--- src/rtl/seq_divider16.sv ---
// seq_divider16: multi-cycle restoring divider, one quotient bit per clock.
// start/busy/done handshake: start is sampled only in IDLE or DONE; busy is
// high while iterating; done pulses for one cycle when quotient/remainder/
// div_by_zero are valid. Results hold until the next accepted start.
// Optional feature: define DIV_SIGNED_EN to add the signed_op port for
// two's-complement division (sign fix-up at result load, same latency).
module seq_divider16 #(
    parameter int WIDTH = 16
) (
    input  logic             clk,
    input  logic             rst,
    input  logic             start,
    input  logic [WIDTH-1:0] dividend,
    input  logic [WIDTH-1:0] divisor,
`ifdef DIV_SIGNED_EN
    input  logic             signed_op,
`endif
    output logic             busy,
    output logic             done,
    output logic [WIDTH-1:0] quotient,
    output logic [WIDTH-1:0] remainder,
    output logic             div_by_zero
);

    localparam int CW = $clog2(WIDTH) + 1;

    typedef enum logic [1:0] {
        S_IDLE = 2'd0,
        S_RUN  = 2'd1,
        S_ZERO = 2'd2,
        S_DONE = 2'd3
    } state_t;

    state_t           state_q, state_d;
    logic [WIDTH-1:0] p_q, p_d;          // partial remainder
    logic [WIDTH-1:0] qs_q, qs_d;        // dividend shifting out / quotient shifting in
    logic [WIDTH-1:0] d_q, d_d;          // latched divisor (magnitude)
    logic [CW-1:0]    cnt_q, cnt_d;
    logic [WIDTH-1:0] quot_q, quot_d;
    logic [WIDTH-1:0] rem_q, rem_d;
    logic             dbz_q, dbz_d;

    logic             accept;
    logic             last_step;
    logic [WIDTH:0]   p_ext;
    logic [WIDTH:0]   trial;
    logic [WIDTH-1:0] p_next;
    logic [WIDTH-1:0] qs_next;
    logic [WIDTH-1:0] a_mag;
    logic [WIDTH-1:0] b_mag;
    logic             q_neg;
    logic             r_neg;

    assign accept    = start && ((state_q == S_IDLE) || (state_q == S_DONE));
    assign last_step = (cnt_q == CW'(WIDTH - 1));

`ifdef DIV_SIGNED_EN
    logic qneg_q, qneg_d;
    logic rneg_q, rneg_d;

    // Operand magnitudes and result sign flags for signed operation
    always_comb begin
        a_mag  = (signed_op && dividend[WIDTH-1]) ? -dividend : dividend;
        b_mag  = (signed_op && divisor[WIDTH-1])  ? -divisor  : divisor;
        qneg_d = qneg_q;
        rneg_d = rneg_q;
        if (accept) begin
            qneg_d = signed_op && (dividend[WIDTH-1] ^ divisor[WIDTH-1]);
            rneg_d = signed_op && dividend[WIDTH-1];
        end
    end

    // Sign flag registers
    always_ff @(posedge clk) begin
        if (rst) begin
            qneg_q <= 1'b0;
            rneg_q <= 1'b0;
        end else begin
            qneg_q <= qneg_d;
            rneg_q <= rneg_d;
        end
    end

    assign q_neg = qneg_q;
    assign r_neg = rneg_q;
`else
    assign a_mag = dividend;
    assign b_mag = divisor;
    assign q_neg = 1'b0;
    assign r_neg = 1'b0;
`endif

    // FSM state register
    always_ff @(posedge clk) begin
        if (rst) state_q <= S_IDLE;
        else     state_q <= state_d;
    end

    // FSM next-state logic
    always_comb begin
        state_d = state_q;
        case (state_q)
            S_IDLE, S_DONE: begin
                if (accept) state_d = (divisor == '0) ? S_ZERO : S_RUN;
                else        state_d = S_IDLE;
            end
            S_RUN:   if (last_step) state_d = S_DONE;
            S_ZERO:  state_d = S_DONE;
            default: state_d = S_IDLE;
        endcase
    end

    // FSM outputs
    always_comb begin
        busy = (state_q == S_RUN);
        done = (state_q == S_DONE);
    end

    // One restoring step: trial subtract in WIDTH+1 bits, MSB set means negative
    always_comb begin
        p_ext   = {p_q, qs_q[WIDTH-1]};
        trial   = p_ext - {1'b0, d_q};
        p_next  = trial[WIDTH] ? p_ext[WIDTH-1:0] : trial[WIDTH-1:0];
        qs_next = {qs_q[WIDTH-2:0], ~trial[WIDTH]};
    end

    // Datapath next values: operand latch, iteration, result load
    always_comb begin
        p_d    = p_q;
        qs_d   = qs_q;
        d_d    = d_q;
        cnt_d  = cnt_q;
        quot_d = quot_q;
        rem_d  = rem_q;
        dbz_d  = dbz_q;
        if (accept) begin
            p_d   = '0;
            qs_d  = a_mag;
            d_d   = b_mag;
            cnt_d = '0;
            dbz_d = 1'b0;
        end else begin
            case (state_q)
                S_RUN: begin
                    p_d   = p_next;
                    qs_d  = qs_next;
                    cnt_d = cnt_q + CW'(1);
                    if (last_step) begin
                        quot_d = q_neg ? -qs_next : qs_next;
                        rem_d  = r_neg ? -p_next  : p_next;
                    end
                end
                S_ZERO: begin
                    // qs_q still holds the dividend magnitude; restore its sign
                    quot_d = '1;
                    rem_d  = r_neg ? -qs_q : qs_q;
                    dbz_d  = 1'b1;
                end
                default: ;
            endcase
        end
    end

    // Datapath registers
    always_ff @(posedge clk) begin
        if (rst) begin
            p_q    <= '0;
            qs_q   <= '0;
            d_q    <= '0;
            cnt_q  <= '0;
            quot_q <= '0;
            rem_q  <= '0;
            dbz_q  <= 1'b0;
        end else begin
            p_q    <= p_d;
            qs_q   <= qs_d;
            d_q    <= d_d;
            cnt_q  <= cnt_d;
            quot_q <= quot_d;
            rem_q  <= rem_d;
            dbz_q  <= dbz_d;
        end
    end

    assign quotient    = quot_q;
    assign remainder   = rem_q;
    assign div_by_zero = dbz_q;

endmodule

--- config.mk ---
export PLATFORM = sky130hd
export DESIGN_NAME = seq_divider16
export DESIGN_NICKNAME = d
export VERILOG_FILES = /design/src/rtl/seq_divider16.sv
export SDC_FILE = /design/constraint.sdc
export NUM_CORES = 1
export LEC_CHECK = 0
export CAP_MARGIN = 20
export CORE_MARGIN = 2
export CORE_UTILIZATION = 50
export DETAILED_ROUTE_END_ITERATION = 10
export PLACE_DENSITY = 0.75
export SETUP_SLACK_MARGIN = 0.1
export SLEW_MARGIN = 20
export SYNTH_ARGS = -nofsm -noshare
export SYNTH_HDL_FRONTEND = slang
export SYNTH_SLANG_ARGS = --single-unit
--- constraint.sdc ---
create_clock -name clk -period 7.3 [get_ports clk]
set_clock_uncertainty 0.05 [all_clocks]
set_input_delay 1.46 -clock clk [delete_from_list [all_inputs] [get_ports clk]]
set_output_delay 1.46 -clock clk [all_outputs]
set_load 0.005 [all_outputs]
======== Word level (Yosys, flattened, before mapping) ========
Cells that the tools add are included.
storage, ports and cells
  memory bits (read-only) ................. 0
  flip-flop bits (word level) ............. 88
  memories ................................ 0
  input port bits ......................... 35
  bits in latches ......................... 0
  memory bits (writable) .................. 0
cells by class
  add/sub/neg operators ................... 2
  eq/ne operators ......................... 5
  bitwise gates (word level) .............. 2
  multipliers ............................. 0
  mux-type cells .......................... 11
  shift operators ......................... 0
  reductions and logical operators ........ 9
  div/mod/pow operators ................... 0
  order comparisons ....................... 0
operator list
  operator             number
  $mux 16              5
  $pmux 16 s2          2
  $sub 17x16->17       1
  $logic_not 16->1     1
  $mux 2               3
  $pmux 2 s3           1
  $add 5x1->5 const B  1
  $eq 5x4->1 const B   1
  $eq 2x2->1 const B   2
  $reduce_bool 2->1    2
  $reduce_or 2->1      2
  $reduce_and 3->1     1
  $eq 2x1->1 const B   1
  $logic_not 2->1      1
  $ne 2x1->1 const B   1
  $not 1->1            2
  $logic_and 1x1->1    1
  $logic_or 1x1->1     1

======== Depth between registers and ports, before layout ========
  depth in word-level cells ............... 5
  mapped depth ............................ 12
  mapped depth without buffers ............ 11

======== Worst setup path after synthesis ========
Ideal clock, no wire load.
  path type ............................... reg2reg
  start ................................... reg qs_q[15]
  end ..................................... reg rem_q[10] (netlist: remainder[10])
  path buffers ............................ 1
  arrival ................................. 2.578 ns
  stages on the path, launching flop included .. 13
  required time ........................... 7.133 ns
  library setup time ...................... 0.117 ns
  period minus slack after synthesis ...... 2.745 ns
  setup slack ............................. 4.555 ns
  cell sequence ........................... dfxtp_1 -> inv_1 -> ha_1 -> fa_1 -> nor2b_1 -> o31a_2 -> o2111ai_2 -> o31ai_4 -> xor2_2 -> buf_6 -> mux2i_1 -> o21ai_1 -> a22o_1
on the way
  word-level cells in the longest chain between the ends .. 4
ends and longest elaborated chain
  item                    RTL line  source
  from (decl)             36        logic [WIDTH-1:0] qs_q, qs_d;
  from (signal assigned)  176       qs_q <= qs_d;
  $sub 17x16->17          122       trial = p_ext - {1'b0, d_q};
  $mux 16                 123       p_next = trial[WIDTH] ? p_ext[WIDTH-1:0] : trial[WIDTH-1:0];
  $mux 16                 148       if (last_step) begin
  $pmux 16 s2             143       case (state_q)
  to (signal assigned)    180       rem_q <= rem_d;
  to (decl)               40        logic [WIDTH-1:0] rem_q, rem_d;
Every way passes these cells. The select of a mux whose other input is x is not followed.
A chain may end at the register's enable or synchronous reset.

======== Worst setup path in the final report ========
  start ................................... reg state_q[0]
  end ..................................... out busy
on the way
  word-level cells in the longest chain between the ends .. 1
ends and longest elaborated chain
  item                    RTL line  source
  from (decl)             34        state_t state_q, state_d;
  from (signal assigned)  96        else state_q <= state_d;
  $eq 2x1->1              115       busy = (state_q == S_RUN);
  to (decl)               18        output logic busy,
Every way passes these cells.

==> impl_metrics.env <==
export IMPL_globalplace_congestion=0.813
export IMPL_stdcell_count=714
export IMPL_diodes=0
export IMPL_dpl_cell_area_mm2=0.00529
export IMPL_power_switching_mw=1.41
export IMPL_setup_viol=0
export IMPL_grt_pass1_wl_um=18600
export IMPL_nFillCells=774
export IMPL_setup_worst_path_end_class="output port"
export IMPL_ant_nets=0
export IMPL_path_class="flip-flop to output port"
export IMPL_antenna_found_initial=0
export IMPL_cap_violations=0
export IMPL_slew_headroom_pct=52.5
export IMPL_comb_power_share_pct=62.9
export IMPL_path_clk_slew_ns=0.10
export IMPL_die_x_um=99.7
export IMPL_power_density_mw_per_mm2=562
export IMPL_p_seq_share_pct=25.3
export IMPL_die_height_um=99.7
export IMPL_timing_setup_tns_ns=0
export IMPL_finalHoldViolCount=0
export IMPL_coreArea_mm2=0.00881
export IMPL_drtIter0Drc=212
export IMPL_max_stage_delay_ns=0.64
export IMPL_vias_per_cell=5.65
export IMPL_tritoncts="done"
export IMPL_intPower_mw=1.69
export IMPL_pre_cts_ws_ns=3.71
export IMPL_wire_per_inst_um=15.9
export IMPL_drive_gt1_share_pct=5.28
export IMPL_status="finished clean"
export IMPL_cts_num_sinks=88
export IMPL_max_freq_ghz=0.277
export IMPL_vias=4037
export IMPL_timing_final_crit_share_pct=49.5
export IMPL_cts_buffer_depth=2
export IMPL_rrSetupSlack_ns=3.95
export IMPL_start_util_pct=52.0
export IMPL_grtUsageTotal_pct=23.2
export IMPL_clk_latency_ns=0.36
export IMPL_fin_util_pct=62.6
export IMPL_synth_enable_flop_cells=0
export IMPL_synth_nets=609
export IMPL_grt_setup_unrepaired="false"
export IMPL_peakVddDrop_mv=0.324
export IMPL_yosysWarnings=0
export IMPL_yosys_most_used_dff="dfxtp_1"
export IMPL_synth_seq_area_share_pct=38.5
export IMPL_synth_seq_cells=88
export IMPL_post_cts_buffers=0
export IMPL_timing_rr_start="qs_q[15]"
export IMPL_fin_nets=658
export IMPL_synth_area_mm2=0.00458
export IMPL_clkPwrFrac_pct=11.8
export IMPL_rows=34
export IMPL_cpMaxStageDelayCell="ha_4"
export IMPL_dr_pass1_iters=4
export IMPL_hpwl_um=8150
export IMPL_syn_to_final_growth_pct=20.5
export IMPL_root_buffer="clkbuf_8"
export IMPL_holdCritPathClass="flip-flop to flip-flop"
export IMPL_arrival_ns=2.10
export IMPL_grt_pass1_vias=3904
export IMPL_async_flop_share_pct=0
export IMPL_fin_crit_ns=3.61
export IMPL_io_pin_count=70
export IMPL_hold_worst_slack_ns=0.408
export IMPL_critPathLaunchType="flip-flop"
export IMPL_hp_start="d_q[6]"
export IMPL_grt_max_degree=63
export IMPL_p_leak_nw=2.12
export IMPL_cp_required_ns=5.79
export IMPL_slew_viol_final=0
export IMPL_hold_buffers=0
export IMPL_avgSynthCellArea_um2=8.29
export IMPL_swShare_pct=45.5
export IMPL_htreeDepth=3
export IMPL_crit_fanout=54
export IMPL_crit_start="state_q[0]"
export IMPL_tightest_slew_ns=0.713
export IMPL_fin_ws_ns=3.69
export IMPL_post_cts_resized=0
export IMPL_drc=0
export IMPL_finalWirelength_um=11300
export IMPL_p_total_mw=3.10
export IMPL_port_buffers=69
export IMPL_die_area_mm2=0.00993
export IMPL_synthCells=552
export IMPL_path_cells="ha_4, clkdlybuf4s50_1"
export IMPL_overflow=0
export IMPL_post_place_cells=698
export IMPL_yosysUniqueCellTypes=55
export IMPL_cts_inserted_buffers=9
export IMPL_design_area_mm2=0.00551
final cells by class:
cell class                 instances  area, um2  area share, %
clock buffer                      10        138           2.50
clock inverter                     6       75.1           1.36
inverter                          25       93.8           1.70
multi-input combinational        402       2580           46.8
sequential                        88       1760           32.0
tap                              108        135           2.45
timing repair buffer              75        731           13.3
worst max-delay path: cells and delay by family (launching register included):
kind,cells,cell delay (ns)
adder cells (fa/ha/maj),1,0.64
buffers and inverters,1,0.63
flip-flops,1,0.45
kinds of logic (layout without fill, tap and decap cells):
kind of cell             count (synthesis)  in the layout  synth area share [%]
AND/OR/NAND/NOR                        192            192                  18.9
AO/OA/AOI/OAI                          141            141                  20.9
flip-flops                              88             88                  38.5
buffers and inverters                   62            116                  5.41
multiplexers                            36             36                  7.88
adder cells (fa/ha/maj)                 22             22                  6.18
XOR/XNOR                                11             11                  2.27
worst paths after layout:
check / end / cells after the start
setup reg to reg: p_q[8] / 12
hold reg to reg: d_q[6] / 2
hold / removal: d_q[6] / 2
setup / recovery: busy / 2
layout by cell type, fill, tap and decap left out, drive strengths merged, types with 8 or more instances in the layout:
master / count
clkbuf: 10
nor2: 67
mux2i: 36
a21oi: 36
inv: 26
nand2: 48
a22o: 8
dfxtp: 88
a211oi: 30
ha: 21
clkdlybuf4s50: 68
nor3: 37
nand2b: 9
o21ai: 28
state kept, by name, summed over array words and instances, names as in the netlist:
register     count
remainder       16
p_q             16
cnt_q            5
d_q             16
state_q          2
quotient        16
qs_q            16
div_by_zero      1
Yosys cell counts (all sizes together), types with 5 or more instances:
master	n	area, um2
a22o	8	70.1
a21oi	36	180
and2	5	31.3
a211oi	30	230
ha	21	263
nor3	37	185
o21ai	28	140
dfxtp	88	1760
xor2	6	60.1
buf	11	56.3
clkbuf	26	97.6
nor2	67	251
o21a	7	52.6
mux2i	36	360
a21o	6	45.0
xnor2	5	43.8
nand2	48	180
inv	24	90.1
nand2b	9	56.3
layer usage:
layer	global-route usage, %	vias up	wire (um)
met2	38.8	89	5410
met4	6.74	0	123
met1	31.6	1890	5370
met3	2.67	10	427
met5	0	-	0
li1	-	2048	-
power by group through the flow:
stage / Combinational [mW] / Clock (mW) / Sequential, mW
floorplan: 1.42 / 0 / 0.765
global placement: 1.90 / 0 / 0.787
detailed placement: 1.93 / 0 / 0.794
CTS: 1.94 / 0.368 / 0.784
global route: 2.15 / 0.387 / 0.806
finish: 1.95 / 0.364 / 0.785
No activity file was read; power rests on OpenSTA's default activity.
